[config.mk]
export PLATFORM = sky130hd
export DESIGN_NAME = div_issue_ctrl
export DESIGN_NICKNAME = d
export VERILOG_FILES = /design/src/rtl/div_pkg.sv /design/src/rtl/div_op_fifo.sv /design/src/rtl/div_issue_ctrl.sv
export SDC_FILE = /design/constraint.sdc
export NUM_CORES = 1
export LEC_CHECK = 0
export CORE_UTILIZATION = 47
export CTS_CLUSTER_SIZE = 20
export DETAILED_ROUTE_END_ITERATION = 10
export PLACE_DENSITY = 0.82
export SLEW_MARGIN = 5
export SYNTH_ARGS = -nofsm -noshare
export SYNTH_HDL_FRONTEND = slang
export SYNTH_SLANG_ARGS = --single-unit
[constraint.sdc]
create_clock -name clk -period 2.2 [get_ports clk]
set_clock_uncertainty 0.15 [all_clocks]
set_input_delay 0.44 -clock clk [delete_from_list [all_inputs] [get_ports clk]]
set_output_delay 0.44 -clock clk [all_outputs]
set_load 0.02 [all_outputs]
[src/rtl/div_pkg.sv]
// Shared types and helpers for the divider issue/retire stage.
package div_pkg;

  localparam int DIVIDEND_W = 16;
  localparam int DIVISOR_W  = 8;

  typedef enum logic [1:0] {IDLE, SETTLE, HOLD} div_state_t;

  // All-ones quotient returned for a divide-by-zero; callers cast to their width.
  function automatic logic [63:0] dbz_quotient(input int width);
    return {64{1'b1}} >> (64 - width);
  endfunction

endpackage

[src/rtl/div_op_fifo.sv]
// Operand-pair FIFO: power-of-two depth, registered occupancy count, combinational head read.
module div_op_fifo #(
  parameter int WIDTH = 24,
  parameter int DEPTH = 4
) (
  input  logic             clk,
  input  logic             rst,
  input  logic             push,
  input  logic             pop,
  input  logic [WIDTH-1:0] wr_data,
  output logic [WIDTH-1:0] rd_data,
  output logic             full,
  output logic             empty
);

  localparam int AW = $clog2(DEPTH);

  logic [WIDTH-1:0] mem [DEPTH];
  logic [AW-1:0]    wr_ptr;
  logic [AW-1:0]    rd_ptr;
  logic [AW:0]      count;
  logic             do_push;
  logic             do_pop;

  assign full    = (count == (AW+1)'(DEPTH));
  assign empty   = (count == '0);
  assign do_push = push && !full;
  assign do_pop  = pop && !empty;
  assign rd_data = mem[rd_ptr];

  always_ff @(posedge clk or posedge rst) begin
    if (rst) begin
      wr_ptr <= '0;
      rd_ptr <= '0;
      count  <= '0;
    end else begin
      if (do_push) wr_ptr <= wr_ptr + AW'(1);
      if (do_pop)  rd_ptr <= rd_ptr + AW'(1);
      case ({do_push, do_pop})
        2'b10:   count <= count + (AW+1)'(1);
        2'b01:   count <= count - (AW+1)'(1);
        default: count <= count;
      endcase
    end
  end

  // Storage needs no reset: entries are only read once the count says they are valid.
  always_ff @(posedge clk) begin
    if (do_push) mem[wr_ptr] <= wr_data;
  end

endmodule

[src/rtl/div_issue_ctrl.sv]
// Issue/retire stage feeding a combinational divider; captures results after a fixed settle time.
// Optional consistency check of non-zero-divisor results is enabled by defining DIV_CHECK_EN.
module div_issue_ctrl
  import div_pkg::div_state_t, div_pkg::DIVIDEND_W, div_pkg::DIVISOR_W, div_pkg::dbz_quotient;
#(
  parameter int DIVIDEND = DIVIDEND_W,
  parameter int DIVISOR  = DIVISOR_W,
  parameter int DEPTH    = 4,
  parameter int SETTLE   = 1
) (
  input  logic                clk,
  input  logic                rst,
  input  logic                in_valid,
  output logic                in_ready,
  input  logic [DIVIDEND-1:0] in_dividend,
  input  logic [DIVISOR-1:0]  in_divisor,
  output logic [DIVIDEND-1:0] div_dividend,
  output logic [DIVISOR-1:0]  div_divisor,
  input  logic [DIVIDEND-1:0] div_quotient,
  input  logic [DIVISOR-1:0]  div_remainder,
  output logic                out_valid,
  input  logic                out_ready,
  output logic [DIVIDEND-1:0] out_quotient,
  output logic [DIVISOR-1:0]  out_remainder,
  output logic                out_dbz,
  output logic                out_err
);

  localparam int CNT_W  = $clog2(SETTLE + 1);
  localparam int PAIR_W = DIVIDEND + DIVISOR;

  div_state_t        state;
  div_state_t        state_next;
  logic [CNT_W-1:0]  cnt;
  logic [PAIR_W-1:0] head;
  logic              fifo_full;
  logic              fifo_empty;
  logic              pop;
  logic              capture;
  logic              err_next;

  assign in_ready = !fifo_full;

  div_op_fifo #(
    .WIDTH (PAIR_W),
    .DEPTH (DEPTH)
  ) u_fifo (
    .clk     (clk),
    .rst     (rst),
    .push    (in_valid && in_ready),
    .pop     (pop),
    .wr_data ({in_dividend, in_divisor}),
    .rd_data (head),
    .full    (fifo_full),
    .empty   (fifo_empty)
  );

`ifdef DIV_CHECK_EN
  localparam int CHK_W = DIVIDEND + DIVISOR;
  logic [CHK_W-1:0] recon;
  assign recon    = CHK_W'(div_quotient) * CHK_W'(div_divisor) + CHK_W'(div_remainder);
  assign err_next = (recon != CHK_W'(div_dividend)) || (div_remainder >= div_divisor);
`else
  assign err_next = 1'b0;
`endif

  always_comb begin
    state_next = state;
    pop        = 1'b0;
    capture    = 1'b0;
    case (state)
      div_pkg::IDLE: begin
        if (!fifo_empty) begin
          pop        = 1'b1;
          state_next = div_pkg::SETTLE;
        end
      end
      div_pkg::SETTLE: begin
        if (cnt == CNT_W'(1)) begin
          capture    = 1'b1;
          state_next = div_pkg::HOLD;
        end
      end
      div_pkg::HOLD: begin
        if (out_ready) state_next = div_pkg::IDLE;
      end
      default: state_next = div_pkg::IDLE;
    endcase
  end

  // Divider operands stay put outside SETTLE so the divider output is never disturbed mid-hold.
  always_ff @(posedge clk or posedge rst) begin
    if (rst) begin
      state         <= div_pkg::IDLE;
      cnt           <= '0;
      div_dividend  <= '0;
      div_divisor   <= '0;
      out_valid     <= 1'b0;
      out_quotient  <= '0;
      out_remainder <= '0;
      out_dbz       <= 1'b0;
      out_err       <= 1'b0;
    end else begin
      state <= state_next;
      if (pop) begin
        {div_dividend, div_divisor} <= head;
        cnt                         <= CNT_W'(SETTLE);
      end else if (state == div_pkg::SETTLE) begin
        cnt <= cnt - CNT_W'(1);
      end
      if (capture) begin
        out_valid <= 1'b1;
        if (div_divisor == '0) begin
          out_quotient  <= DIVIDEND'(dbz_quotient(DIVIDEND));
          out_remainder <= div_dividend[DIVISOR-1:0];
          out_dbz       <= 1'b1;
          out_err       <= 1'b0;
        end else begin
          out_quotient  <= div_quotient;
          out_remainder <= div_remainder;
          out_dbz       <= 1'b0;
          out_err       <= err_next;
        end
      end else if (state == div_pkg::HOLD && out_ready) begin
        out_valid <= 1'b0;
      end
    end
  end

endmodule

=== After elaboration in Yosys (flattened, before gate mapping) ===
Memories as Yosys holds them, arrays and structs flattened. A register that Yosys moved wholly into a read port is not among the register bits.
Index checks and enable logic that the tools add are counted.

* Memories: 1
* Flip-flop bits (word level): 36
* Bits in latches: 0
* Output and inout bits: 52
* Bits of input ports: 52
* ROM bits: 0
* Memory bits (writable): 96
* Logic and storage cells: 54

{| class="wikitable"
|+ Memory list
! memory !! depth !! width !! read ports !! clocked after memory_dff !! wr ports !! RTL line !! RTL
|-
| u_fifo.mem || 4 || 24 || 1 || 1 || 1 || div_op_fifo.sv:18 || <nowiki>logic [WIDTH-1:0] mem [DEPTH];</nowiki>
|}

* Reductions and logical operators: 13
* Eq/ne operators: 8
* Shift operators: 0
* Add/subtract/negate cells: 5
* Bitwise operators: 0
* Muxes and demuxes: 18
* Divide/modulo/power cells: 0
* $mul: 0
* Magnitude comparators: 0

{| class="wikitable"
|+ Operator list
! cell !! count
|-
| 16-bit 2-to-1 mux || 1
|-
| 1-bit 2-to-1 mux || 11
|-
| 8-bit logical NOT || 1
|-
| 8-bit 2-to-1 mux || 1
|-
| 2-bit 2-to-1 mux || 3
|-
| 2-bit inequality test (second input constant) || 3
|-
| 2-bit one-hot mux with 3 select lines || 1
|-
| 3-bit one-hot mux with 2 select lines || 1
|-
| 2-bit nonzero test || 3
|-
| 2-bit by 1-bit adder with 2-bit output (second input constant) || 2
|-
| 2-bit by 1-bit equality test with 1-bit output (second input constant) || 2
|-
| 2-bit equality test (second input constant) || 2
|-
| 1-bit logical AND || 4
|-
| 3-bit by 1-bit adder with 3-bit output (second input constant) || 1
|-
| 3-bit equality test (second input constant) || 1
|-
| 3-bit logical NOT || 1
|-
| 3-bit AND reduction || 1
|-
| 3-bit by 1-bit subtractor with 3-bit output (second input constant) || 1
|-
| 1-bit logical NOT || 2
|-
| 2-bit logical NOT || 1
|-
| 1-bit subtractor (second input constant) || 1
|}

=== Longest topological paths before layout ===
* Depth after elaboration: 6
* Depth in mapped cells: 11
* Mapped depth without buffers: 9

=== Modules after synthesis ===
A second synthesis with hierarchy kept.

* Cell total of the unflattened synthesis: 357
* Area, all modules: 6149.6 um2

{| class="wikitable"
|+ By module, submodules not included
! module !! seq. area each (um2) !! area an instance (um2) !! cells each !! instances
|-
| div_op_fifo || 3057.9 || 3937.5 || 164 || 1
|-
| div_issue_ctrl || 1326.3 || 2212.1 || 193 || 1
|}

=== Least setup slack after synthesis ===
OpenSTA, ideal clock, no wires.

* Kind: register to register
* Start point: register state[0]
* End point: register u_fifo.count[2]
* Required time: 1971 ps
* Arrival time: 2166 ps
* Clock period less this slack: 2395 ps
* Slack: -195 ps
* Buffers on the path: 3
* Stages on the path, launching flop included: 12
* Path through: dfrtp_1 buf_2 or3_1 buf_2 buf_6 inv_1 ha_1 inv_1 fa_1 xor2_1 nor2_1 xor2_1

* Cells in the longest elaborated chain, start to end: 5
* Elaborated cells on any way between the ends: 7
* Classes of those cells: 2 x eq/ne; 2 x mux; 3 x reduce/logical

{| class="wikitable"
|+ RTL lines
! element !! RTL line !! RTL
|-
| from (decl) || div_issue_ctrl.sv:32 || <nowiki>div_state_t state;</nowiki>
|-
| from (signal assigned) || div_issue_ctrl.sv:94 || <nowiki>state <= div_pkg::IDLE;</nowiki>
|-
| from (signal assigned) || div_issue_ctrl.sv:104 || <nowiki>state <= state_next;</nowiki>
|-
| 2-bit logical NOT (*) || div_issue_ctrl.sv:71 || <nowiki>case (state)</nowiki>
|-
| 1-bit 2-to-1 mux (*) || div_issue_ctrl.sv:71 ||
|-
| net pop || div_issue_ctrl.sv:38 || <nowiki>logic pop;</nowiki>
|-
| 1-bit logical AND (*) || div_op_fifo.sv:28 || <nowiki>assign do_pop = pop && !empty;</nowiki>
|-
| 2-bit by 1-bit equality test with 1-bit output / 2-bit equality test (equally long branches) || div_op_fifo.sv:39 || <nowiki>case ({do_push, do_pop})</nowiki>
|-
| 3-bit one-hot mux with 2 select lines / 2-bit nonzero test (equally long branches) || n/a ||
|-
| to (signal assigned) || div_op_fifo.sv:40 || <nowiki>2'b10: count <= count + (AW+1)'(1);</nowiki>
|-
| to (signal assigned) || div_op_fifo.sv:41 || <nowiki>2'b01: count <= count - (AW+1)'(1);</nowiki>
|-
| to (signal assigned) || div_op_fifo.sv:42 || <nowiki>default: count <= count;</nowiki>
|-
| to (decl) || div_op_fifo.sv:21 || <nowiki>logic [AW:0] count;</nowiki>
|}

Mark *: on every way through the listed nets, which the timed path passes. The rest lies on a longest branch.
A chain may end at the register's enable or synchronous reset.

=== Worst setup path after layout ===
* Start point: register u_fifo.count[1]
* End point: register u_fifo.count[2]

* Cells in the longest elaborated chain, start to end: 6
* Elaborated cells on any way between the ends: 15
* Classes of those cells: 2 x add/sub; 3 x eq/ne; 3 x mux; 7 x reduce/logical

{| class="wikitable"
|+ RTL lines
! element !! RTL line
|-
| 3-bit logical NOT / 3-bit equality test (equally long branches) || div_op_fifo.sv:26, div_op_fifo.sv:25
|-
| 1-bit 2-to-1 mux / 1-bit logical NOT (equally long branches) || div_issue_ctrl.sv:73, div_op_fifo.sv:27, div_issue_ctrl.sv:42
|-
| 1-bit 2-to-1 mux / 1-bit logical AND (equally long branches) || div_issue_ctrl.sv:71, div_issue_ctrl.sv:50
|-
| 1-bit logical AND (on tied branches) || div_op_fifo.sv:28, div_op_fifo.sv:27
|-
| 2-bit by 1-bit equality test with 1-bit output / 2-bit equality test (equally long branches) || div_op_fifo.sv:39
|-
| 3-bit one-hot mux with 2 select lines / 2-bit nonzero test (equally long branches) || n/a
|}

Several ways; a longest one is shown, not always the timed one.

==> flow_metrics.env <==
export IMPL_synth_seq_cells=156
export IMPL_clock_latency_ns=0.42
export IMPL_outcome="completed"
export IMPL_grt_pass1_vias=3706
export IMPL_worstPathArrival_ns=2.32
export IMPL_via_per_inst=5.26
export IMPL_cp_common_cell="xor2_1"
export IMPL_final_cell_mix="101 x clkdlybuf4s50_1, 96 x edfxtp_1, 59 x dfrtp_1"
export IMPL_netlist_area_um2=6050
export IMPL_final_common_cell="clkdlybuf4s50_1"
export IMPL_seq_area_um2=4390
export IMPL_drv_slew=0
export IMPL_ctsHoldBuffers=0
export IMPL_drt_pass1_iter_count=4
export IMPL_critical_path_top_delay_family="simple AND/OR/NAND/NOR gates"
export IMPL_cts_tree="yes"
export IMPL_period_share=0.972
export IMPL_multiInputGateArea_um2=1540
export IMPL_worstSetupStartpoint="u_fifo.count[1]"
export IMPL_drt_antenna_violating_nets=0
export IMPL_dp_worst_setup_slack_ns=-0.138
export IMPL_slowest_stage="or3b_4"
export IMPL_area_growth_pct=32.8
export IMPL_ioPinCount=104
export IMPL_antennaDiodeCount=0
export IMPL_dp_hpwl_mm=7.72
export IMPL_reg2reg_depth=9
export IMPL_antenna_found_initial=0
export IMPL_die_w_um=115
export IMPL_p_per_area_nw_per_um2=1520
export IMPL_relSlewSlack=0.543
export IMPL_wl_met1_mm=4.92
export IMPL_worstSetupPathType="reg2reg"
export IMPL_drt_wl_total_mm=12.4
export IMPL_drv_cap=0
export IMPL_drc=0
export IMPL_cts_sinks=156
export IMPL_final_area_um2=8040
export IMPL_n_fill_cell=879
export IMPL_grt_max_degree=61
export IMPL_timing_rr_end="u_fifo.count[2]"
export IMPL_syn_inst=355
export IMPL_cp_depth=9
export IMPL_crit_buf_inv=2
export IMPL_coreArea_um2=12600
export IMPL_ys_warn_count=0
export IMPL_io_buffers=102
export IMPL_maxUsedRoutingLayer="met4"
export IMPL_crit_end="u_fifo.count[2]"
export IMPL_wl_met3_um=779
export IMPL_ys_types=36
export IMPL_start_util=0.482
export IMPL_track_usage=0.205
export IMPL_cp_required_ns=2.38
export IMPL_grt_overflow_total=0
export IMPL_nNetsFinal=536
export IMPL_finalSetupViolations=0
export IMPL_vias=3490
export IMPL_path_clk_slew_ns=0.06
export IMPL_total_power_mw=12.2
export IMPL_synth_net_count=413
export IMPL_cts_root_buf="clkbuf_16"
export IMPL_vdd_drop_max_mv=0.639
export IMPL_rrSetupSlack_ns=0.06
export IMPL_rsz0062_at_grt="true"
export IMPL_post_drt_wl_per_cell_um=18.7
export IMPL_syn_area_per_cell_um2=17.0
export IMPL_rr_startpoint="u_fifo.count[1]"
export IMPL_dr_first_iter_drc_count=185
export IMPL_synth_seq_area_share=0.724
export IMPL_leakagePower_nw=2.95
export IMPL_dieHeight_um=115
export IMPL_gp_congestion=0.754
export IMPL_drive_gt1_frac=0.230
export IMPL_cts_htree_levels=4
export IMPL_place_area_um2=7420
export IMPL_rows=41
export IMPL_clk_path_buf_depth=2
export IMPL_timing_final_ws_setup_ns=0.0616
export IMPL_hold_viol_final=0
export IMPL_crit_chain="or3b_4 > and2_4 > inv_4 > ha_4 > inv_2 > fa_2 > xor2_1 > nor2_1 > xor2_1"
export IMPL_wl_met2_mm=6.42
export IMPL_place_inst=631
export IMPL_crit_fanout=2
export IMPL_fin_crit_ns=2.14
export IMPL_stdcell_count=663
export IMPL_slowest_delay_ns=0.40
export IMPL_clock_fmax_ghz=0.468
export IMPL_start_kind="flop"
export IMPL_utilization=0.640
export IMPL_dieArea_um2=13300
export IMPL_crit_path_end_kind="flop"
export IMPL_min_path_type="in2async"
export IMPL_worst_pin_slew_ns=0.683
export IMPL_grt_pass1_wl_mm=19.5
export IMPL_cts_buffers=17
worst register-to-register path, delay by kind of cell, from the launching register on:
family	cells	cell delay, ns
xor+xnor	2	0.31
simple gates	3	0.68
fa+ha+maj	2	0.44
buf+inv	2	0.09
flops	1	0.38
stage by stage:
| step | hold WS, ns | setup TNS, ns |
|---|---|---|
| 6_report | 0.256 | 0 |
| 5_1_grt | 0.293 | -0.0957 |
| 4_1_cts | 0.258 | 0 |
| 3_5_place_dp | 0.338 | -0.138 |
| 3_3_place_gp | 0.317 | -0.0462 |
| 2_1_floorplan | 0.304 | -0.0725 |
metal layers:
| layer | GRT usage | vias to the layer above |
|---|---|---|
| li1 | - | 1584 |
| met1 | 0.246 | 1750 |
| met2 | 0.353 | 135 |
| met3 | 0.0533 | 21 |
| met4 | 0.0848 | 0 |
| met5 | 0 | - |
cell families after synthesis:
logic type | after synthesis | share of synthesized area
mux | 50 | 0.137
flops | 156 | 0.724
simple gates | 69 | 0.0560
other cells | 1 | 0.000620
compound gates | 39 | 0.0343
fa+ha+maj | 6 | 0.0136
buf+inv | 28 | 0.0248
xor+xnor | 6 | 0.00868
sequential cells by signal, indices dropped and copies added (netlist names):
name           flops
out_valid          1
cnt                1
u_fifo.rd_ptr      2
u_fifo.count       3
div_divisor        8
div_dividend      16
out_dbz            1
u_fifo.mem        96
u_fifo.wr_ptr      2
out_quotient      16
out_remainder      8
state              2
cell type report:
type                    count  share of cell area
clock inverters            15              0.0232
repair buffers            123               0.156
inverters                   9             0.00451
multi-input cells         171               0.191
well taps                 172              0.0268
flip-flops and latches    156               0.546
clock buffers              17              0.0529
Yosys cell counts, drive strengths merged:
cell type | instances | share of area
or3b | 1 | 0.0014
nand3b | 1 | 0.0012
buf | 12 | 0.015
o21ai | 11 | 0.0091
a21oi | 19 | 0.016
and2 | 1 | 0.0010
fa | 1 | 0.0033
mux4 | 24 | 0.089
or4b | 1 | 0.0017
edfxtp | 96 | 0.48
a31oi | 8 | 0.0083
dfrtp | 60 | 0.25
nor3 | 1 | 0.00083
o31ai | 1 | 0.0012
or4 | 2 | 0.0027
inv | 9 | 0.0056
conb | 1 | 0.00062
and3b | 1 | 0.0014
nor4 | 2 | 0.0041
and3 | 4 | 0.0041
ha | 5 | 0.010
xnor2 | 4 | 0.0058
mux2 | 25 | 0.047
mux2i | 1 | 0.0017
or3 | 1 | 0.0010
nor2 | 42 | 0.026
nand3 | 8 | 0.0066
nand2 | 4 | 0.0037
clkbuf | 7 | 0.0043
xor2 | 2 | 0.0029
power by group:
part / total, mW / switching [mW] / internal (mW)
logic: 4.60 / 2.27 / 2.33
registers: 4.60 / 0.520 / 4.08
clock network: 2.98 / 1.18 / 1.80
worst min path at each step:
stage	from	to	slack [ns]
2_1_floorplan	u_fifo.count[2]	u_fifo.count[2]	0.30
3_3_place_gp	out_dbz	out_dbz	0.32
3_5_place_dp	out_dbz	out_dbz	0.34
4_1_cts	rst	div_divisor[5]	0.26
5_1_grt	rst	out_quotient[2]	0.29
6_report	rst	out_quotient[1]	0.26
timing repair:
item                       CTS  global route
buffers inserted             0             0
setup endpoints to repair    2             1
gates resized for setup      6             2
cloned                       0             0
pin swaps                    4             5
Note: power is estimated with default switching activity, not from simulation.
